--- config.mk ---
export PLATFORM = sky130hd
export DESIGN_NAME = sector_stream_packer
export DESIGN_NICKNAME = d
export VERILOG_FILES = /design/src/rtl/sector_stream_packer.sv
export SDC_FILE = /design/constraint.sdc
export NUM_CORES = 1
export LEC_CHECK = 0
export CORE_MARGIN = 4
export CORE_UTILIZATION = 54
export DETAILED_ROUTE_END_ITERATION = 16
export HOLD_SLACK_MARGIN = 0.1
export PLACE_DENSITY_LB_ADDON = 0.2
export SLEW_MARGIN = 20
export SYNTH_ARGS = -nofsm -noshare
export SYNTH_HDL_FRONTEND = slang
export SYNTH_SLANG_ARGS = --single-unit
--- constraint.sdc ---
create_clock -name aclk -period 2.5 [get_ports aclk]
set_clock_uncertainty 0.2 [all_clocks]
set_input_delay 0.375 -clock aclk [delete_from_list [all_inputs] [get_ports aclk]]
set_output_delay 0.375 -clock aclk [all_outputs]
set_load 0.02 [all_outputs]
--- src/rtl/sector_stream_packer.sv ---
// Packs a byte-wide sector stream into 32-bit words: one header word, the data
// packed little-endian, and a trailer word carrying the byte count and a long flag.
module sector_stream_packer #(
  parameter int unsigned MAX_BYTES = 1023
) (
  input  logic        aclk,
  input  logic        areset,
  input  logic        enable,
  input  logic        s_tvalid,
  output logic        s_tready,
  input  logic [7:0]  s_tdata,
  input  logic        s_tlast,
  input  logic [7:0]  s_tid,
  output logic        m_tvalid,
  input  logic        m_tready,
  output logic [31:0] m_tdata,
  output logic [3:0]  m_tkeep,
  output logic        m_tlast,
  output logic [15:0] sector_count
);

  typedef enum logic [1:0] {
    ST_IDLE,
    ST_DATA,
    ST_TRAILER
  } state_t;

  state_t      state, state_next;
  logic [1:0]  lane;
  logic [15:0] byte_count;
  logic [31:0] accumulator;

  logic        out_free;
  logic        accept;
  logic        load_hdr;
  logic        load_word;
  logic        load_trl;
  logic [31:0] word_data;
  logic [3:0]  word_keep;
  logic        trl_long;

  assign out_free = !m_tvalid || m_tready;

  // Saturation at 16'hFFFF forces the long flag even if MAX_BYTES is that large.
  assign trl_long = ({16'h0000, byte_count} > MAX_BYTES) || (&byte_count);

  always_ff @(posedge aclk) begin
    if (areset) begin
      state <= ST_IDLE;
    end else begin
      state <= state_next;
    end
  end

  always_comb begin
    state_next = state;
    s_tready   = 1'b0;
    accept     = 1'b0;
    load_hdr   = 1'b0;
    load_word  = 1'b0;
    load_trl   = 1'b0;
    unique case (state)
      ST_IDLE: begin
        if (enable && s_tvalid && out_free) begin
          load_hdr   = 1'b1;
          state_next = ST_DATA;
        end
      end
      ST_DATA: begin
        // A word-completing byte may only be taken when the output stage can accept it.
        s_tready  = ((lane != 2'd3) && !s_tlast) || out_free;
        accept    = s_tvalid && s_tready;
        load_word = accept && ((lane == 2'd3) || s_tlast);
        if (accept && s_tlast) begin
          state_next = ST_TRAILER;
        end
      end
      ST_TRAILER: begin
        if (out_free) begin
          load_trl   = 1'b1;
          state_next = ST_IDLE;
        end
      end
      default: state_next = ST_IDLE;
    endcase
  end

  always_comb begin
    word_data = accumulator;
    word_keep = 4'h1;
    unique case (lane)
      2'd0: begin word_data[7:0]   = s_tdata; word_keep = 4'h1; end
      2'd1: begin word_data[15:8]  = s_tdata; word_keep = 4'h3; end
      2'd2: begin word_data[23:16] = s_tdata; word_keep = 4'h7; end
      2'd3: begin word_data[31:24] = s_tdata; word_keep = 4'hF; end
      default: begin word_data = accumulator; word_keep = 4'h1; end
    endcase
  end

  always_ff @(posedge aclk) begin
    if (areset) begin
      lane        <= '0;
      byte_count  <= '0;
      accumulator <= '0;
    end else begin
      if (accept) begin
        if (byte_count != 16'hFFFF) begin
          byte_count <= byte_count + 16'd1;
        end
        if (load_word) begin
          lane        <= '0;
          accumulator <= '0;
        end else begin
          lane        <= lane + 2'd1;
          accumulator <= word_data;
        end
      end
      if (load_trl) begin
        byte_count <= '0;
      end
    end
  end

  always_ff @(posedge aclk) begin
    if (areset) begin
      m_tvalid     <= 1'b0;
      m_tdata      <= '0;
      m_tkeep      <= '0;
      m_tlast      <= 1'b0;
      sector_count <= '0;
    end else if (load_hdr) begin
      m_tvalid <= 1'b1;
      m_tdata  <= {16'hE5D1, 8'h00, s_tid};
      m_tkeep  <= 4'hF;
      m_tlast  <= 1'b0;
    end else if (load_word) begin
      m_tvalid <= 1'b1;
      m_tdata  <= word_data;
      m_tkeep  <= word_keep;
      m_tlast  <= 1'b0;
    end else if (load_trl) begin
      m_tvalid     <= 1'b1;
      m_tdata      <= {trl_long, 15'b0, byte_count};
      m_tkeep      <= 4'hF;
      m_tlast      <= 1'b1;
      sector_count <= sector_count + 16'd1;
    end else if (m_tready) begin
      m_tvalid <= 1'b0;
    end
  end

endmodule

Word-level counts from Yosys, hierarchy flattened
Cells that the tools add are included.
{"block": "word_totals", "regBits": 106, "in_bits": 22, "out_inout_bits": 55, "elab_cells": 78}
{"block": "classes", "addsub": 3, "magnitude_cmp": 1, "n_eq_ne": 10, "mux": 28, "bitwise_logic": 2, "reduce_logical": 24}
{"op": "$mux W32", "count": 4}
{"op": "$add A16 B1 Y16 const B", "count": 2}
{"op": "$mux W8", "count": 4}
{"op": "$gt A16 B10 Y1 const B", "count": 1}
{"op": "$ne A16 B16 Y1 const B", "count": 1}
{"op": "$pmux W4 S4", "count": 1}
{"op": "$reduce_and A16 Y1", "count": 1}
{"op": "$mux W4", "count": 3}
{"op": "$mux W1", "count": 11}
{"op": "$mux W2", "count": 4}
{"op": "$ne A2 B2 Y1 const B", "count": 4}
{"op": "$eq A2 B2 Y1 const B", "count": 3}
{"op": "$logic_and A1 B1 Y1", "count": 6}
{"op": "$pmux W2 S3", "count": 1}
{"op": "$reduce_and A3 Y1", "count": 2}
{"op": "$eq A2 B1 Y1 const B", "count": 2}
{"op": "$logic_not A2 Y1", "count": 2}
{"op": "$logic_or A1 B1 Y1", "count": 4}
{"op": "$reduce_bool A4 Y1", "count": 1}
{"op": "$reduce_or A2 Y1", "count": 2}
{"op": "$reduce_bool A3 Y1", "count": 1}
{"op": "$reduce_or A3 Y1", "count": 1}
{"op": "$add A2 B1 Y2 const B", "count": 1}
{"op": "$logic_not A1 Y1", "count": 2}
{"op": "other kinds (3)", "count": 4}

Longest topological paths before layout
{"block": "logic_depth", "ltp_word": 8, "ltp_mapped": 8, "ltp_nobuf": 6}

Worst setup path before layout
OpenSTA, ideal clock, no wires.
{"block": "synth_path", "path_type": "flip-flop to flip-flop", "from": "reg lane[0]", "to": "reg byte_count[14]", "setup_ps": 116, "arrival_ps": 1916, "t_required_ps": 2184, "setup_slack_ps": 268, "stages_incl_launch_ff": 8, "path_buffers": 2, "period_less_slack_ps": 2232, "cell_sequence": "dfxtp_1 ha_1 or2_1 buf_6 a211o_1 buf_6 or4_1 o211a_1"}
{"block": "synth_between", "elab_chain_cells": 6}
{"item": "from (decl)", "line_no": "29", "text": "logic [1:0] lane;"}
{"item": "from (signal assigned)", "line_no": "114", "text": "lane <= lane + 2'd1;"}
{"item": "$ne A2 B2 Y1", "line_no": "71", "text": "s_tready = ((lane != 2'd3) && !s_tlast) || out_free;"}
{"item": "$logic_and A1 B1 Y1", "line_no": "71"}
{"item": "$logic_or A1 B1 Y1", "line_no": "71"}
{"item": "$logic_and A1 B1 Y1", "line_no": "72", "text": "accept = s_tvalid && s_tready;"}
{"item": "$mux W1", "line_no": "62", "text": "unique case (state)"}
{"item": "$reduce_and A2 Y1 (no line)"}
{"item": "to (signal assigned)", "line_no": "108", "text": "byte_count <= byte_count + 16'd1;"}
{"item": "to (decl)", "line_no": "30", "text": "logic [15:0] byte_count;"}
No other way between the ends.
A chain may end at the register's enable or synchronous reset.

Worst setup path after layout
{"block": "layout_path", "from": "reg lane[0]", "to": "out s_tready"}
{"block": "layout_between", "elab_chain_cells": 4}
{"item": "$ne A2 B2 Y1", "line_no": "71"}
{"item": "$logic_and A1 B1 Y1", "line_no": "71"}
{"item": "$logic_or A1 B1 Y1", "line_no": "71"}
{"item": "$mux W1", "line_no": "62"}
{"item": "to (decl)", "line_no": "10", "text": "output logic s_tready,"}
No other way between the ends.

==> results.md <==
* Outcome: finished, final reports clean
* Via density at 6.22
* Final hold violations at 0
* Largest net degree at the start of global routing at slightly above 60
* Avg WL per Cell at 18.1 um
* #FFs+latches synth at roughly 110
* Yosys warnings at 0
* Number of hold buffers added after cts at 0
* Area of the multi-input gates at between 0.002 and 0.003 mm2
* Drt pass-1 iters at 7
* Post-synthesis async set-or-reset flop share at 0
* M3 GR Usage at 0.0365
* Worst hold path type: in -> reg
* Clock power frac at 0.343
* Post-cts resize count at 1
* Syn Nets at 583
* DRC violations left at 0
* Via count at roughly 4600
* Final Max Slew Viols at 0
* Worst setup margin at roughly 110 ps
* Design area at between 0.006 and 0.007 mm2
* Power Internal at about 0.0024 W
* P per Cell Area at roughly 530 mW/mm2
* Placed Cells at 730
* Gr usage total at 0.258
* NetSw at between 0.0008 and 0.0009 W
* Worst VDD drop at about 0.36 mV
* Comb power frac at 0.114
* Sequential Power Share at 0.543
* Global routing's busiest layer: met2
* Layout cell share with drive strength beyond 1 at 0.122
* Row count at 34
* Wire length of the first global-routing pass at around 22000 um
* Final period utilization at 0.958
* CTS clock-pin slew for the worst setup and hold paths at 100 ps
* Die X at 103 um
* PortBufs at between 70 and 80
* CP max FO at 4
* CTS root buf: clkbuf_8
* Diodes inserted at 0
* Max_cap viols at 0
* Dpl cell area at about 0.0058 mm2
* DR iter-0 viols at between 300 and 400
* Area Growth Syn to Fin at 24.4%
* Synth unique cells at 47
* WP data required at about 1900 ps
* Worst Path Arrival at approximately 1800 ps
* Vias in the first global route at 4436
* Clock Path Buffers at 2
* Cell leakage power at around 2.1 nW
* Flip-flop and latch area at around 0.0021 mm2
* Crit. End Element: output pin
* Detailed placement HPWL at between 9000 and 10000 um
* Setup bufs post-CTS at 0
* Global placement routability congestion at about 0.98
* Met2 Use GR at 0.436
* Sequential area share after synthesis at 0.438
* Clk sinks at 106
* Number of synthesized flops with an enable pin at 0
* Startpoint types: flip-flop
* Cell Area, Synth at 0.00485 mm2
* Initial Util at 0.556
* Hold Crit Depth at 5
* Core ar. at around 0.0087 mm2
* CTS tree: done
* Finished Layout Cells at ~750
* Setup TNS at 0 ps
* Primary FF master, synth: dfxtp_1
* CTS buffer count at 9
* Routed Antenna Nets at 0
* Initial antenna violation count at 0
* RSZ-0062 raised after global routing: false
* Clock latency on the worst-skew pair at about 370 ps
* Synthesized netlist cell count at about 550
* Relative slew slack at 0.564
* Period minus WS final at roughly 2400 ps
* Least-Margin Pin Slew at 655 ps
* FF-to-FF path depth at 6
* Die Ht at 103 um
* Fmax at between 400 and 500 MHz
* CTS H-Tree Depth at 3
* Worst setup path category: reg -> out
* Total gr overflow at 0
* Grt met1 use at 0.337
* Switching Fraction at 0.265
* Nets at 662
* Fill count at 701
* Syn avg cell area at 8.75 um2
* Die area at 0.0106 mm2
* # IOs at 77
* Final Setup Violations at 0
* Drt total wl at about 14000 um
* Place WS at 17.9 ps
[synthesized netlist by cell type (8+ instances only)]
cell type  instances  area (um2)
o31ai_1           16         120
or3_1             10        62.6
nand2b_1          10        62.6
clkbuf_1          29         109
a21oi_1           61         305
nand4_1           16         100
dfxtp_1          106        2120
nand2_1           52         195
o21ai_0            8        40.0
or4_1             15         113
a22oi_1           15         113
a31oi_1           10        62.6
mux2i_1           12         120
nor2_1            19        71.3
mux2_2            23         259
nand3_1           47         235
and3_1            13        81.3
[placed cells by master, fill, tap and decap left out, types with 2 or more instances in the layout]
| master | synthesis | layout |
|---|---|---|
| inv_6 | 0 | 2 |
| nor2b_1 | 5 | 5 |
| o21a_1 | 2 | 2 |
| nor4_1 | 7 | 7 |
| mux2i_1 | 12 | 12 |
| buf_4 | 0 | 35 |
| and4_1 | 3 | 3 |
| o32ai_1 | 2 | 2 |
| a211o_1 | 2 | 2 |
| o31ai_1 | 16 | 16 |
| mux2_2 | 23 | 23 |
| nand3_1 | 47 | 47 |
| nand4_1 | 16 | 16 |
| inv_1 | 7 | 7 |
| nand2b_1 | 10 | 10 |
| nand2_1 | 52 | 52 |
| nor2_1 | 19 | 19 |
| a222oi_1 | 4 | 4 |
| o221a_2 | 3 | 3 |
| o211ai_1 | 2 | 2 |
| nor4b_1 | 2 | 2 |
| a211oi_1 | 4 | 4 |
| dfxtp_1 | 106 | 106 |
| a22oi_1 | 15 | 15 |
| a31oi_1 | 10 | 10 |
| ha_1 | 7 | 7 |
| clkbuf_8 | 0 | 9 |
| xnor2_1 | 4 | 4 |
| nand3b_1 | 2 | 2 |
| clkdlybuf4s50_1 | 0 | 74 |
| xor2_1 | 4 | 4 |
| or3_1 | 10 | 10 |
| o21ai_0 | 8 | 8 |
| or4_1 | 15 | 15 |
| a21oi_1 | 61 | 61 |
| and3_1 | 13 | 13 |
| nor3_1 | 7 | 7 |
[worst max-delay path, stage by stage (launching register included)]
cell,delay (ps)
dfxtp_1,360
ha_1,250
or2_1,300
a21boi_0,190
dlygate4sd2_1,350
[per-layer routing]
layer / share of wire / vias up
met5: 0 / -
met4: 0.026 / 0
met2: 0.48 / 171
met3: 0.072 / 29
li1: - / 2212
met1: 0.42 / 2230
[path summary, 6_finish.rpt]
check	start	slack [ps]	end
min reg2reg	accumulator[18]$_SDFFE_PP0P_	260	accumulator[18]$_SDFFE_PP0P_
min	areset	260	byte_count[10]$_SDFFE_PP0P_
max	lane[0]$_SDFFE_PP0P_	110	s_tready
max reg2reg	lane[0]$_SDFFE_PP0P_	160	m_tdata[31]$_SDFFE_PP0P_
[kinds of logic after synthesis]
| group | count (synthesis) | synth area share |
|---|---|---|
| fa+ha+maj | 7 | 0.0181 |
| xor+xnor | 8 | 0.0144 |
| buf+inv | 51 | 0.0441 |
| simple gates | 213 | 0.232 |
| compound gates | 134 | 0.175 |
| flops | 106 | 0.438 |
| mux | 35 | 0.0782 |
[sequential cells by signal (all words and copies together) (netlist names), 2 cells and up]
name	count
m_tdata	32
m_tkeep	4
lane	2
byte_count	16
sector_count	16
accumulator	32
state	2
[stage by stage]
stage,utilization,power [W],hold slack (ps)
after global placement,0.669,0.00214,235
after detailed placement,0.669,0.00215,244
after global routing,0.692,0.00333,279
after CTS,0.692,0.00322,254
final,0.692,0.00322,256
after floorplan,-,0.00197,229
[power groups by stage]
stage          combinational, W  sequential [W]  clock [W]
2_1_floorplan          0.000150         0.00182          0
3_3_place_gp           0.000355         0.00178          0
3_5_place_dp           0.000362         0.00179          0
4_1_cts                0.000362         0.00175    0.00111
5_1_grt                0.000389         0.00175    0.00119
6_report               0.000367         0.00175    0.00110
[layout make-up]
cell class | count | area share
sequential | 106 | 0.352
clock inverter | 6 | 0.0120
timing repair buffer | 112 | 0.172
inverter | 7 | 0.00435
multi-input combinational | 397 | 0.417
tap | 108 | 0.0224
clock buffer | 10 | 0.0211
Power figures use the tool's default switching activity.
